File: src/rtl/div_arbiter_if.sv
// div_arbiter_if: requester, response and shared-divider signals of div_arbiter.
// The slave modport is the arbiter's view; the master modport is the side that
// owns the requesters and the divider.
interface div_arbiter_if #(
    parameter int N_REQ = 4,
    parameter int A_W   = 9,
    parameter int B_W   = 9,
    parameter int O_I_W = 4,
    parameter int O_F_W = 8
);
    localparam int O_W = O_I_W + O_F_W;

    // requester side
    logic [N_REQ-1:0]     req_valid;
    logic [N_REQ*A_W-1:0] req_a;
    logic [N_REQ*B_W-1:0] req_b;
    logic [N_REQ-1:0]     req_ready;

    // shared divider
    logic [A_W-1:0]       div_a;
    logic [B_W-1:0]       div_b;
    logic [O_W-1:0]       div_o;

    // responses
    logic [N_REQ-1:0]     rsp_valid;
    logic [O_W-1:0]       rsp_o;
    logic                 rsp_dz;
    logic                 busy;

    modport slave (
        input  req_valid, req_a, req_b, div_o,
        output req_ready, div_a, div_b, rsp_valid, rsp_o, rsp_dz, busy
    );

    modport master (
        output req_valid, req_a, req_b, div_o,
        input  req_ready, div_a, div_b, rsp_valid, rsp_o, rsp_dz, busy
    );
endinterface

File: src/rtl/div_arbiter.sv
// div_arbiter: round-robin arbiter sharing one fixed-latency divider between
// N_REQ requesters. One grant per cycle, a DIV_LAT-deep tag pipeline routes
// each quotient back to the requester that issued it.
// Optional feature macro: DIV_ARB_ZERO_CHK_EN -- substitutes divisor 1 for a
// zero divisor and returns all-ones with rsp_dz set instead of the quotient.
module div_arbiter #(
    parameter int N_REQ   = 4,
    parameter int A_W     = 9,
    parameter int B_W     = 9,
    parameter int O_I_W   = 4,
    parameter int O_F_W   = 8,
    parameter int DIV_LAT = 2
) (
    input  logic          clk,
    input  logic          rst,
    div_arbiter_if.slave  bus
);
    localparam int O_W  = O_I_W + O_F_W;
    localparam int ID_W = (N_REQ > 1) ? $clog2(N_REQ) : 1;

    localparam logic [1:0] IDLE  = 2'd0;
    localparam logic [1:0] RUN   = 2'd1;
    localparam logic [1:0] DRAIN = 2'd2;

    logic [1:0]      state_reg, state_next;
    logic [ID_W-1:0] ptr_reg, ptr_next;

    logic [A_W-1:0]  op_a [N_REQ];
    logic [B_W-1:0]  op_b [N_REQ];

    logic            hi_found, lo_found;
    logic [ID_W-1:0] hi_idx, lo_idx;
    logic [ID_W-1:0] grant_idx;
    logic            xfer;
    logic            dz_new;
    logic [B_W-1:0]  grant_b;

    logic            tag_vld_reg [DIV_LAT];
    logic [ID_W-1:0] tag_id_reg  [DIV_LAT];
    logic            tag_dz_reg  [DIV_LAT];
    logic            any_tag_vld;

    logic            out_vld;
    logic [ID_W-1:0] out_id;
    logic            out_dz;

    genvar gi;

    // Unpack the flat operand buses into per-requester words.
    generate
        for (gi = 0; gi < N_REQ; gi++) begin : g_unpack
            assign op_a[gi] = bus.req_a[gi*A_W +: A_W];
            assign op_b[gi] = bus.req_b[gi*B_W +: B_W];
        end
    endgenerate

    // Round-robin search: the lowest valid index at or above the pointer wins,
    // otherwise wrap around to the lowest valid index overall.
    always_comb begin
        hi_found = 1'b0;
        lo_found = 1'b0;
        hi_idx   = '0;
        lo_idx   = '0;
        for (int i = N_REQ - 1; i >= 0; i--) begin
            if (bus.req_valid[i]) begin
                lo_found = 1'b1;
                lo_idx   = ID_W'(i);
                if (ID_W'(i) >= ptr_reg) begin
                    hi_found = 1'b1;
                    hi_idx   = ID_W'(i);
                end
            end
        end
        grant_idx = hi_found ? hi_idx : lo_idx;
        xfer      = (hi_found | lo_found) & ~rst;
    end

    // One-hot grant, combinational from req_valid and the pointer.
    generate
        for (gi = 0; gi < N_REQ; gi++) begin : g_ready
            assign bus.req_ready[gi] = xfer && (grant_idx == ID_W'(gi));
        end
    endgenerate

    // Operand mux; an idle divider sees 0/1 so it never divides by zero.
    always_comb begin
        grant_b = op_b[grant_idx];
`ifdef DIV_ARB_ZERO_CHK_EN
        dz_new  = xfer && (grant_b == '0);
`else
        dz_new  = 1'b0;
`endif
        if (xfer) begin
            bus.div_a = op_a[grant_idx];
            bus.div_b = dz_new ? B_W'(1) : grant_b;
        end else begin
            bus.div_a = '0;
            bus.div_b = B_W'(1);
        end
    end

    // Pointer moves past the granted requester only when a transfer happens.
    always_comb begin
        ptr_next = ptr_reg;
        if (xfer) begin
            ptr_next = (grant_idx == ID_W'(N_REQ - 1)) ? '0 : grant_idx + 1'b1;
        end
    end

    // Priority pointer register.
    always_ff @(posedge clk) begin
        if (rst) begin
            ptr_reg <= '0;
        end else begin
            ptr_reg <= ptr_next;
        end
    end

    // Tag pipeline mirroring the divider latency; stage 0 captures the grant.
    generate
        for (gi = 0; gi < DIV_LAT; gi++) begin : g_tag
            if (gi == 0) begin : g_head
                // Load the tag of this cycle's transfer (or a bubble).
                always_ff @(posedge clk) begin
                    if (rst) begin
                        tag_vld_reg[0] <= 1'b0;
                        tag_id_reg[0]  <= '0;
                        tag_dz_reg[0]  <= 1'b0;
                    end else begin
                        tag_vld_reg[0] <= xfer;
                        tag_id_reg[0]  <= grant_idx;
                        tag_dz_reg[0]  <= dz_new;
                    end
                end
            end else begin : g_body
                // Shift tags one stage per cycle; no backpressure.
                always_ff @(posedge clk) begin
                    if (rst) begin
                        tag_vld_reg[gi] <= 1'b0;
                        tag_id_reg[gi]  <= '0;
                        tag_dz_reg[gi]  <= 1'b0;
                    end else begin
                        tag_vld_reg[gi] <= tag_vld_reg[gi-1];
                        tag_id_reg[gi]  <= tag_id_reg[gi-1];
                        tag_dz_reg[gi]  <= tag_dz_reg[gi-1];
                    end
                end
            end
        end
    endgenerate

    // Any result still travelling through the divider keeps the block busy.
    always_comb begin
        any_tag_vld = 1'b0;
        for (int i = 0; i < DIV_LAT; i++) begin
            any_tag_vld = any_tag_vld | tag_vld_reg[i];
        end
    end

    // Next-state rule: transfer -> RUN, pending results -> DRAIN, else IDLE.
    always_comb begin
        if (xfer) begin
            state_next = RUN;
        end else if (any_tag_vld) begin
            state_next = DRAIN;
        end else begin
            state_next = IDLE;
        end
    end

    // FSM state register.
    always_ff @(posedge clk) begin
        if (rst) begin
            state_reg <= IDLE;
        end else begin
            state_reg <= state_next;
        end
    end

    assign bus.busy = ~rst && (state_reg != IDLE);

    // The emerging tag lines up with the quotient on div_o this cycle.
    assign out_vld = tag_vld_reg[DIV_LAT-1] & ~rst;
    assign out_id  = tag_id_reg[DIV_LAT-1];
    assign out_dz  = tag_dz_reg[DIV_LAT-1];

    generate
        for (gi = 0; gi < N_REQ; gi++) begin : g_rsp
            assign bus.rsp_valid[gi] = out_vld && (out_id == ID_W'(gi));
        end
    endgenerate

    // Result and flag are forced to zero whenever no response is emerging.
    always_comb begin
        if (!out_vld) begin
            bus.rsp_o = '0;
        end else if (out_dz) begin
            bus.rsp_o = '1;
        end else begin
            bus.rsp_o = bus.div_o;
        end
`ifdef DIV_ARB_ZERO_CHK_EN
        bus.rsp_dz = out_vld & out_dz;
`else
        bus.rsp_dz = 1'b0;
`endif
    end
endmodule

File: src/flat_wrapper.sv
// flat-port wrapper written by rule: the top's interface ports become plain ports
module div_arbiter_flat 
#(
    parameter int N_REQ   = 4,
    parameter int A_W     = 9,
    parameter int B_W     = 9,
    parameter int O_I_W   = 4,
    parameter int O_F_W   = 8,
    parameter int DIV_LAT = 2
)
  (clk, rst, bus_req_valid, bus_req_a, bus_req_b, bus_div_o, bus_req_ready, bus_div_a, bus_div_b, bus_rsp_valid, bus_rsp_o, bus_rsp_dz, bus_busy);
  div_arbiter_if #(.N_REQ(N_REQ), .A_W(A_W), .B_W(B_W), .O_I_W(O_I_W), .O_F_W(O_F_W)) bus_i ();
  input  logic clk;
  input  logic rst;
  input wire logic [$bits(bus_i.req_valid)-1:0] bus_req_valid;
  input wire logic [$bits(bus_i.req_a)-1:0] bus_req_a;
  input wire logic [$bits(bus_i.req_b)-1:0] bus_req_b;
  input wire logic [$bits(bus_i.div_o)-1:0] bus_div_o;
  output wire logic [$bits(bus_i.req_ready)-1:0] bus_req_ready;
  output wire logic [$bits(bus_i.div_a)-1:0] bus_div_a;
  output wire logic [$bits(bus_i.div_b)-1:0] bus_div_b;
  output wire logic [$bits(bus_i.rsp_valid)-1:0] bus_rsp_valid;
  output wire logic [$bits(bus_i.rsp_o)-1:0] bus_rsp_o;
  output wire logic [$bits(bus_i.rsp_dz)-1:0] bus_rsp_dz;
  output wire logic [$bits(bus_i.busy)-1:0] bus_busy;
  assign bus_i.req_valid = bus_req_valid;
  assign bus_i.req_a = bus_req_a;
  assign bus_i.req_b = bus_req_b;
  assign bus_i.div_o = bus_div_o;
  assign bus_req_ready = bus_i.req_ready;
  assign bus_div_a = bus_i.div_a;
  assign bus_div_b = bus_i.div_b;
  assign bus_rsp_valid = bus_i.rsp_valid;
  assign bus_rsp_o = bus_i.rsp_o;
  assign bus_rsp_dz = bus_i.rsp_dz;
  assign bus_busy = bus_i.busy;
  div_arbiter #(.N_REQ(N_REQ), .A_W(A_W), .B_W(B_W), .O_I_W(O_I_W), .O_F_W(O_F_W), .DIV_LAT(DIV_LAT)) u_core (.clk(clk), .rst(rst), .bus(bus_i));
endmodule
File: config.mk
export PLATFORM = sky130hd
export DESIGN_NAME = div_arbiter_flat
export DESIGN_NICKNAME = d
export VERILOG_FILES = /design/src/rtl/div_arbiter_if.sv /design/src/rtl/div_arbiter.sv /design/src/flat_wrapper.sv
export SDC_FILE = /design/constraint.sdc
export NUM_CORES = 1
export LEC_CHECK = 0
export ABC_AREA = 0
export CORE_AREA = 2 2 65 67
export DETAILED_ROUTE_END_ITERATION = 10
export DIE_AREA = 0 0 67 69
export MAX_ROUTING_LAYER = met4
export PLACE_DENSITY = 0.93
export SETUP_SLACK_MARGIN = 0.15
export SYNTH_ARGS = -nofsm -noshare
export SYNTH_HDL_FRONTEND = slang
export SYNTH_SLANG_ARGS = --single-unit
export TNS_END_PERCENT = 5
File: constraint.sdc
create_clock -name clk -period 3 [get_ports clk]
set_clock_uncertainty 0.2 [all_clocks]
set_input_delay 0.6 -clock clk [delete_from_list [all_inputs] [get_ports clk]]
set_output_delay 0.6 -clock clk [all_outputs]
set_load 0.02 [all_outputs]
==> results of run 1 <==
[cells in the final DEF, fill, tap and decap left out, drive strengths merged]
cell type	count
a211oi	2
a21o	1
a21oi	4
and2	16
and3	1
and3b	1
buf	38
clkbuf	6
clkdlybuf4s15	8
clkdlybuf4s50	86
conb	1
dfxtp	9
dlygate4sd2	15
ha	4
inv	6
mux2	2
mux2i	34
nand2	5
nand2b	2
nand3	1
nor2	7
nor2b	4
nor3	1
nor3b	1
nor4	1
o22a	2
o22ai	18
[cell type report]
cell class | count | area (um2) | share of cell area
clock buffer | 4 | 45.04 | 0.01716
inverter | 6 | 22.52 | 0.008580
multi-input combinational | 108 | 869.6 | 0.3313
sequential | 9 | 180.2 | 0.06864
tap | 50 | 62.56 | 0.02383
timing repair buffer | 149 | 1445 | 0.5505
[routing by layer]
metal  part of all wire  GRT usage
met1               0.38     0.2061
met2               0.52     0.3597
met3              0.095    0.03426
met4             0.0054    0.03628
met5                  0          -
[stage by stage]
step,util,instances,TNS [ns]
detailed placement,0.6464,316,-13.80
floorplan,-,132,0
global route,0.6707,326,0
global placement,0.6464,316,-11.55
CTS,0.6742,326,0
finish,0.6707,326,0
[cell families after synthesis]
kind of cell,count (synthesis),share of synthesized area
and+or+nand+nor,40,0.2043
other,1,0.003383
muxes,36,0.3307
buffers and inverters,15,0.08577
AOI/OAI and AO/OA,27,0.1682
adders and majority gates,4,0.04515
DFF,9,0.1625
[cells in the mapped netlist (2+ instances only)]
library cell | count | area share
sky130_fd_sc_hd__mux2i_1 | 34 | 0.31
sky130_fd_sc_hd__o22ai_1 | 18 | 0.10
sky130_fd_sc_hd__and2_1 | 16 | 0.090
sky130_fd_sc_hd__dfxtp_1 | 9 | 0.16
sky130_fd_sc_hd__nor2_1 | 7 | 0.024
sky130_fd_sc_hd__inv_1 | 5 | 0.017
sky130_fd_sc_hd__a21oi_1 | 4 | 0.018
sky130_fd_sc_hd__buf_6 | 4 | 0.041
sky130_fd_sc_hd__ha_1 | 4 | 0.045
sky130_fd_sc_hd__nor2b_1 | 4 | 0.023
sky130_fd_sc_hd__nand2_1 | 3 | 0.010
sky130_fd_sc_hd__buf_4 | 2 | 0.014
sky130_fd_sc_hd__clkbuf_1 | 2 | 0.0068
sky130_fd_sc_hd__nand2_2 | 2 | 0.011
sky130_fd_sc_hd__nand2b_1 | 2 | 0.011
[worst paths after layout]
check | to | start | cells after the start
setup / recovery | bus_div_b[0] | bus_req_valid[0] | 9
hold / removal | u_core.tag_id_reg[1][0] | u_core.tag_id_reg[0][0] | 1
setup reg to reg | u_core.ptr_reg[1] | u_core.ptr_reg[0] | 7
hold reg to reg | u_core.tag_id_reg[1][0] | u_core.tag_id_reg[0][0] | 1
[report_power, final]
group	leakage (nW)	switching, W	internal [W]
combinational	1.10	0.000282	0.000374
clock	0.0228	0.0000438	0.0000922
sequential	0.0744	0.00000879	0.000133
[what timing repair did]
action,CTS,global route
gates cloned,2,0
setup buffers,4,0
gates resized for setup,120,11
endpoints found under the setup margin,38,37
hold buffers,0,0
pin swaps,4,2
hold endpoints to repair,0,0
==> PnR_summary.wiki, run 1 <==
{| class="wikitable"
! Metric !! Value
|-
| Result of the run || finished, final reports clean
|-
| Count of state elements after synthesis || 9
|-
| Total power density per cell area || 355.7 mW/mm2
|-
| Data arrival time of the worst path || 2.06 ns
|-
| Number of global-route vias before repair || 1,623
|-
| Final routed DRC violation total || 0
|-
| Largest fanout on the critical path || 7
|-
| Dominant cell type by count on the critical path || sky130_fd_sc_hd__buf_4
|-
| Horizontal die dimension || roughly 67 um
|-
| Starting density of the core || 0.2832
|-
| Final Setup Violations || 0
|-
| Per-cell routed wire length || 13.10 um
|-
| Y dimension of the die || 69 um
|-
| Final std cell area, no fill || about 0.0026 mm2
|-
| Cell-by-cell trace of the critical path || buf_2 -> a21o_1 -> a21oi_2 -> o22a_2 -> buf_12 -> buf_4 -> mux2_4 -> o22a_1 -> buf_4
|-
| Row Count || 23
|-
| Maximum number of pins on one net before global-route repair || 17
|-
| I/O pin count || 130
|-
| Peak clock frequency supported by timing || 349.9 MHz
|-
| Sort of element at the end of the critical path || output port
|-
| EDFF count, synth || 0
|-
| Clk Latency, worst-skew pair || roughly 0.23 ns
|-
| Drt initial violations || 32
|-
| Total placed instance area || 0.002530 mm2
|-
| Number of max-cap violations || 0
|-
| Initial antenna violation count || 0
|-
| Clk slew on worst S/H paths || 0.04 ns
|-
| Synthesized Nets || roughly 230
|-
| Asr flop ratio synth || 0
|-
| Type of the tightest min-delay check || flop to flop
|-
| Crit path buf inv count || 4
|-
| Static Leakage || 1.199 nW
|-
| Gate count of the mapped netlist || roughly 130
|-
| Power after layout || 0.0009336 W
|-
| Total via count after detailed routing || about 1,500
|-
| Final period demand of the worst path || 2.858 ns
|-
| Number of fill cells || 338
|-
| Share of cells above drive strength 1 || 0.2355
|-
| Flip-flop cell with the highest count after synthesis || sky130_fd_sc_hd__dfxtp_1
|-
| Number of search-and-repair iterations in the first detailed-routing pass || 4
|-
| Worst path top cell family by delay || compound AO/OA/AOI/OAI gates
|-
| DP Wirelength || roughly 3.5 mm
|-
| Overall routed net length || ~4.3 mm
|-
| Cell at the slowest stage of the critical path || sky130_fd_sc_hd__mux2_4
|-
| CP Data Required Time || between 2 and 2.5 ns
|-
| GRT Residual Overflow || 0
|-
| CORE AREA || ~0.0039 mm2
|-
| Critical Path Max Stage Delay || about 0.28 ns
|-
| Final-report max-slew violation count || 0
|-
| Maximum level of the CTS H-tree || 1
|-
| Remaining number of nets flagged by the antenna check after routing || 0
|-
| Maximum clock path buffer count || 2
|-
| Critical path class || input pin to output port
|-
| Final hold slack || ~0.23 ns
|-
| Mean Syn Cell Area || around 8.4 um2
|-
| Placement-stage worst setup slack || -0.6068 ns
|-
| Sequential-to-total area share from yosys stat || 0.1625
|-
| CTS tree || done
|-
| Global-route total usage across every layer || 0.1925
|-
| Die Footprint || ~0.0046 mm2
|-
| Sink Count || 9
|-
| Layout Area Growth over Synthesis || 136.8%
|-
| Vias per cell || around 4.6
|-
| Synth unique cells || 31
|-
| Setup repair after global routing missed its margin || yes
|-
| Clock Tree Root || sky130_fd_sc_hd__clkbuf_8
|-
| Last weighted congestion value of the routability-driven placer || a little over 0.8
|-
| Synthesis Warnings || 0
|-
| Maximum vdd drop || 0.1935 mV
|-
| Number of diodes added for antenna fixing || 0
|-
| Share of the cycle needed by the critical path after routing || 0.9528
|-
| Type of origin of the critical path || input pin
|-
| Netlist area before placement || around 0.0011 mm2
|-
| Max reg flops || 4
|-
| CTS buffer count || 3
|-
| Setup slack on the worst flop-to-flop path || roughly 1.2 ns
|-
| Number of nets in the final layout || between 300 and 400
|-
| Final worst slack || roughly 0.14 ns
|-
| First-pass GRT wire length || around 6.9 mm
|-
| Count of buffers from port buffering || 128
|-
| Number of endpoints with negative hold slack in the final report || 0
|}
No activity file was read; power rests on OpenSTA's default activity.
==> inputs of run 2 (changes only) <==
MAX_ROUTING_LAYER = unset   (was met4)
==> run 2 against run 1 <==
Net effect:
- cell count unchanged
- via count down 0.60%
- clock power barely moved
- power barely moved
- clock-buffer cell count is the same
- sequential cell count did not move
==> PnR_summary.wiki, run 2 (synthesis results as in run 1) <==
{| class="wikitable"
! Metric !! Value
|-
| Result of the run || finished, final reports clean
|-
| Total placed instance area || 0.002530 mm2 (unchanged)
|-
| I/O pin count || 130 (unchanged)
|-
| Power after layout || 0.0009329 W (about the same)
|-
| GRT Residual Overflow || 0 (unchanged)
|-
| Number of endpoints with negative hold slack in the final report || 0 (unchanged)
|-
| Row Count || 23 (unchanged)
|-
| Global-route total usage across every layer || 0.1874 (-0.005045)
|-
| Count of buffers from port buffering || 128 (unchanged)
|-
| Hold path start || u_core.tag_id_reg[0][0]
|-
| Number of global-route vias before repair || 1,623 (unchanged)
|-
| Drt initial violations || 30 (-6.3%)
|-
| Clock Tree Root || sky130_fd_sc_hd__clkbuf_8
|-
| Final-report max-slew violation count || 0 (unchanged)
|-
| Setup slack on the worst flop-to-flop path || 1.23 ns (about the same)
|-
| CP Data Required Time || 2.20 ns (about the same)
|-
| Share of the cycle needed by the critical path after routing || 0.9527 (about the same)
|-
| Maximum level of the CTS H-tree || 1 (unchanged)
|-
| Final std cell area, no fill || 0.002625 mm2 (unchanged)
|-
| Data arrival time of the worst path || 2.06 ns (about the same)
|-
| Critical path class || input pin to output port
|-
| Final routed DRC violation total || 0 (unchanged)
|-
| Final Setup Violations || 0 (unchanged)
|-
| Total power density per cell area || 355.4 mW/mm2 (about the same)
|-
| Die Footprint || 0.004623 mm2 (unchanged)
|-
| Remaining number of nets flagged by the antenna check after routing || 0 (unchanged)
|-
| Most used cells in the layout excluding fill and tap cells || sky130_fd_sc_hd__clkdlybuf4s50_1 (86), sky130_fd_sc_hd__mux2i_1 (33), sky130_fd_sc_hd__o22ai_1 (17)
|-
| Number of nets in the final layout || 371 (unchanged)
|-
| Number of search-and-repair iterations in the first detailed-routing pass || 4 (unchanged)
|-
| Starting density of the core || 0.2832 (unchanged)
|-
| Type of the tightest min-delay check || flop to flop
|-
| Peak clock frequency supported by timing || 349.9 MHz (about the same)
|-
| Number of diodes added for antenna fixing || 0 (unchanged)
|-
| CTS tree || done
|-
| Share of cells above drive strength 1 || 0.2355 (unchanged)
|-
| Register-to-Register Path Depth || 7 (unchanged)
|-
| Startpoint of the most critical register-to-register path || u_core.ptr_reg[0]
|-
| Type of origin of the critical path || input pin
|-
| Maximum clock path buffer count || 2 (unchanged)
|-
| DP Wirelength || 3.488 mm (unchanged)
|-
| Overall routed net length || 4.263 mm (-0.21%)
|-
| Horizontal die dimension || 67 um (unchanged)
|-
| Sink Count || 9 (unchanged)
|-
| Per-cell routed wire length || 13.08 um (-0.21%)
|-
| Largest fanout on the critical path || 7 (unchanged)
|-
| Number of max-cap violations || 0 (unchanged)
|-
| CTS buffer count || 3 (unchanged)
|-
| Clk slew on worst S/H paths || 0.04 ns (about the same)
|-
| Maximum vdd drop || 0.1929 mV (-0.34%)
|-
| Layout Area Growth over Synthesis || 136.8% (unchanged)
|-
| Setup repair after global routing missed its margin || yes
|-
| Total via count after detailed routing || 1,503 (-0.60%)
|-
| Last weighted congestion value of the routability-driven placer || 0.8124 (-1.5%)
|-
| Static Leakage || 1.199 nW (unchanged)
|-
| CORE AREA || 0.003914 mm2 (unchanged)
|-
| First-pass GRT wire length || 6.927 mm (unchanged)
|-
| Most frequent standard cell in the layout excluding fill and tap cells || sky130_fd_sc_hd__clkdlybuf4s50_1
|-
| End point of the most critical hold path || u_core.tag_id_reg[1][0]
|-
| Worst setup path start || bus_req_valid[0]
|-
| Max reg flops || 4 (unchanged)
|-
| Sort of element at the end of the critical path || output port
|-
| FF-to-FF End || u_core.ptr_reg[1]
|-
| Clk Latency, worst-skew pair || 0.23 ns (about the same)
|-
| WHS Path Cells || 1 (unchanged)
|-
| Maximum number of pins on one net before global-route repair || 17 (unchanged)
|-
| Vias per cell || 4.610 (-0.60%)
|-
| Initial antenna violation count || 0 (unchanged)
|-
| Y dimension of the die || 69 um (unchanged)
|-
| Final period demand of the worst path || 2.858 ns (-0.00009600 ns)
|}
## run 2: cell counts in the layout (fill, tap and decap cells not counted)
No cell type changed its count.
## run 2: repair_timing
| action | CTS | global route |
|---|---|---|
| pin swaps | 4 | 2 |
| endpoints found under the setup margin | 38 | 37 |
| gates resized for setup | 120 | 11 |
| gates cloned | 2 | 0 |
| buffers inserted | 4 | 0 |
| hold buffers | 0 | 0 |
## run 2: how the worst max path moves through the flow
stage	end	slack, ns	depth (start not counted)
finish	bus_div_b[0]	0.14	9
global route	bus_div_b[0]	0.06	9
CTS	bus_div_a[8]	0.08	6
detailed placement	bus_div_a[5]	-0.61	8
global placement	bus_div_b[5]	-0.52	8
floorplan	bus_div_a[6]	0.35	6
## run 2: worst max-delay path, cell delays in order
cell                      delay (ns)
sky130_fd_sc_hd__buf_2          0.13
sky130_fd_sc_hd__a21o_1         0.17
sky130_fd_sc_hd__a21oi_2        0.11
sky130_fd_sc_hd__o22a_2         0.18
sky130_fd_sc_hd__buf_12         0.14
sky130_fd_sc_hd__buf_4          0.11
sky130_fd_sc_hd__mux2_4         0.28
sky130_fd_sc_hd__o22a_1         0.18
sky130_fd_sc_hd__buf_4          0.15
## run 2: power by group
group          switching (W)  total, W  internal, W
sequential        0.00000884  0.000142     0.000133
combinational       0.000281  0.000655     0.000374
clock              0.0000438  0.000136    0.0000922
total               0.000334  0.000933     0.000599
## run 2: layout make-up
cell class	instances	area [um2]
inverters	6	22.52
clock buffers	4	45.04
flip-flops and latches	9	180.2
well taps	50	62.56
fillers	338	1289
repair buffers	149	1445
multi-input cells	108	869.6
## run 2: metrics by stage
| step | setup WS, ns | setup TNS [ns] | utilization | cells | hold slack [ns] |
|---|---|---|---|---|---|
| after global routing | 0.06084 | 0 | 0.6707 | 326 | 0.2645 |
| after floorplan | 0.3498 | 0 | - | 132 | 0.2138 |
| final | 0.1418 | 0 | 0.6707 | 326 | 0.2324 |
| after global placement | -0.5225 | -11.55 | 0.6464 | 316 | 0.2193 |
| after detailed placement | -0.6068 | -13.80 | 0.6464 | 316 | 0.2247 |
| after CTS | 0.08201 | 0 | 0.6742 | 326 | 0.2347 |
## run 2: layer usage
metal	up-vias	part of all wire	GRT usage	wire, um
met1	649	0.36	0.1903	1522
li1	759	-	-	-
met2	91	0.52	0.3597	2228
met5	-	0	0	0
met3	4	0.11	0.06036	489
met4	0	0.0054	0.03628	23
==> inputs of run 3 (changes only) <==
ABC_CLOCK_PERIOD_IN_PS = 3000   (was unset)
==> results of run 3 <==
The final DEF is identical to that of run 2; final timing and power are the same.
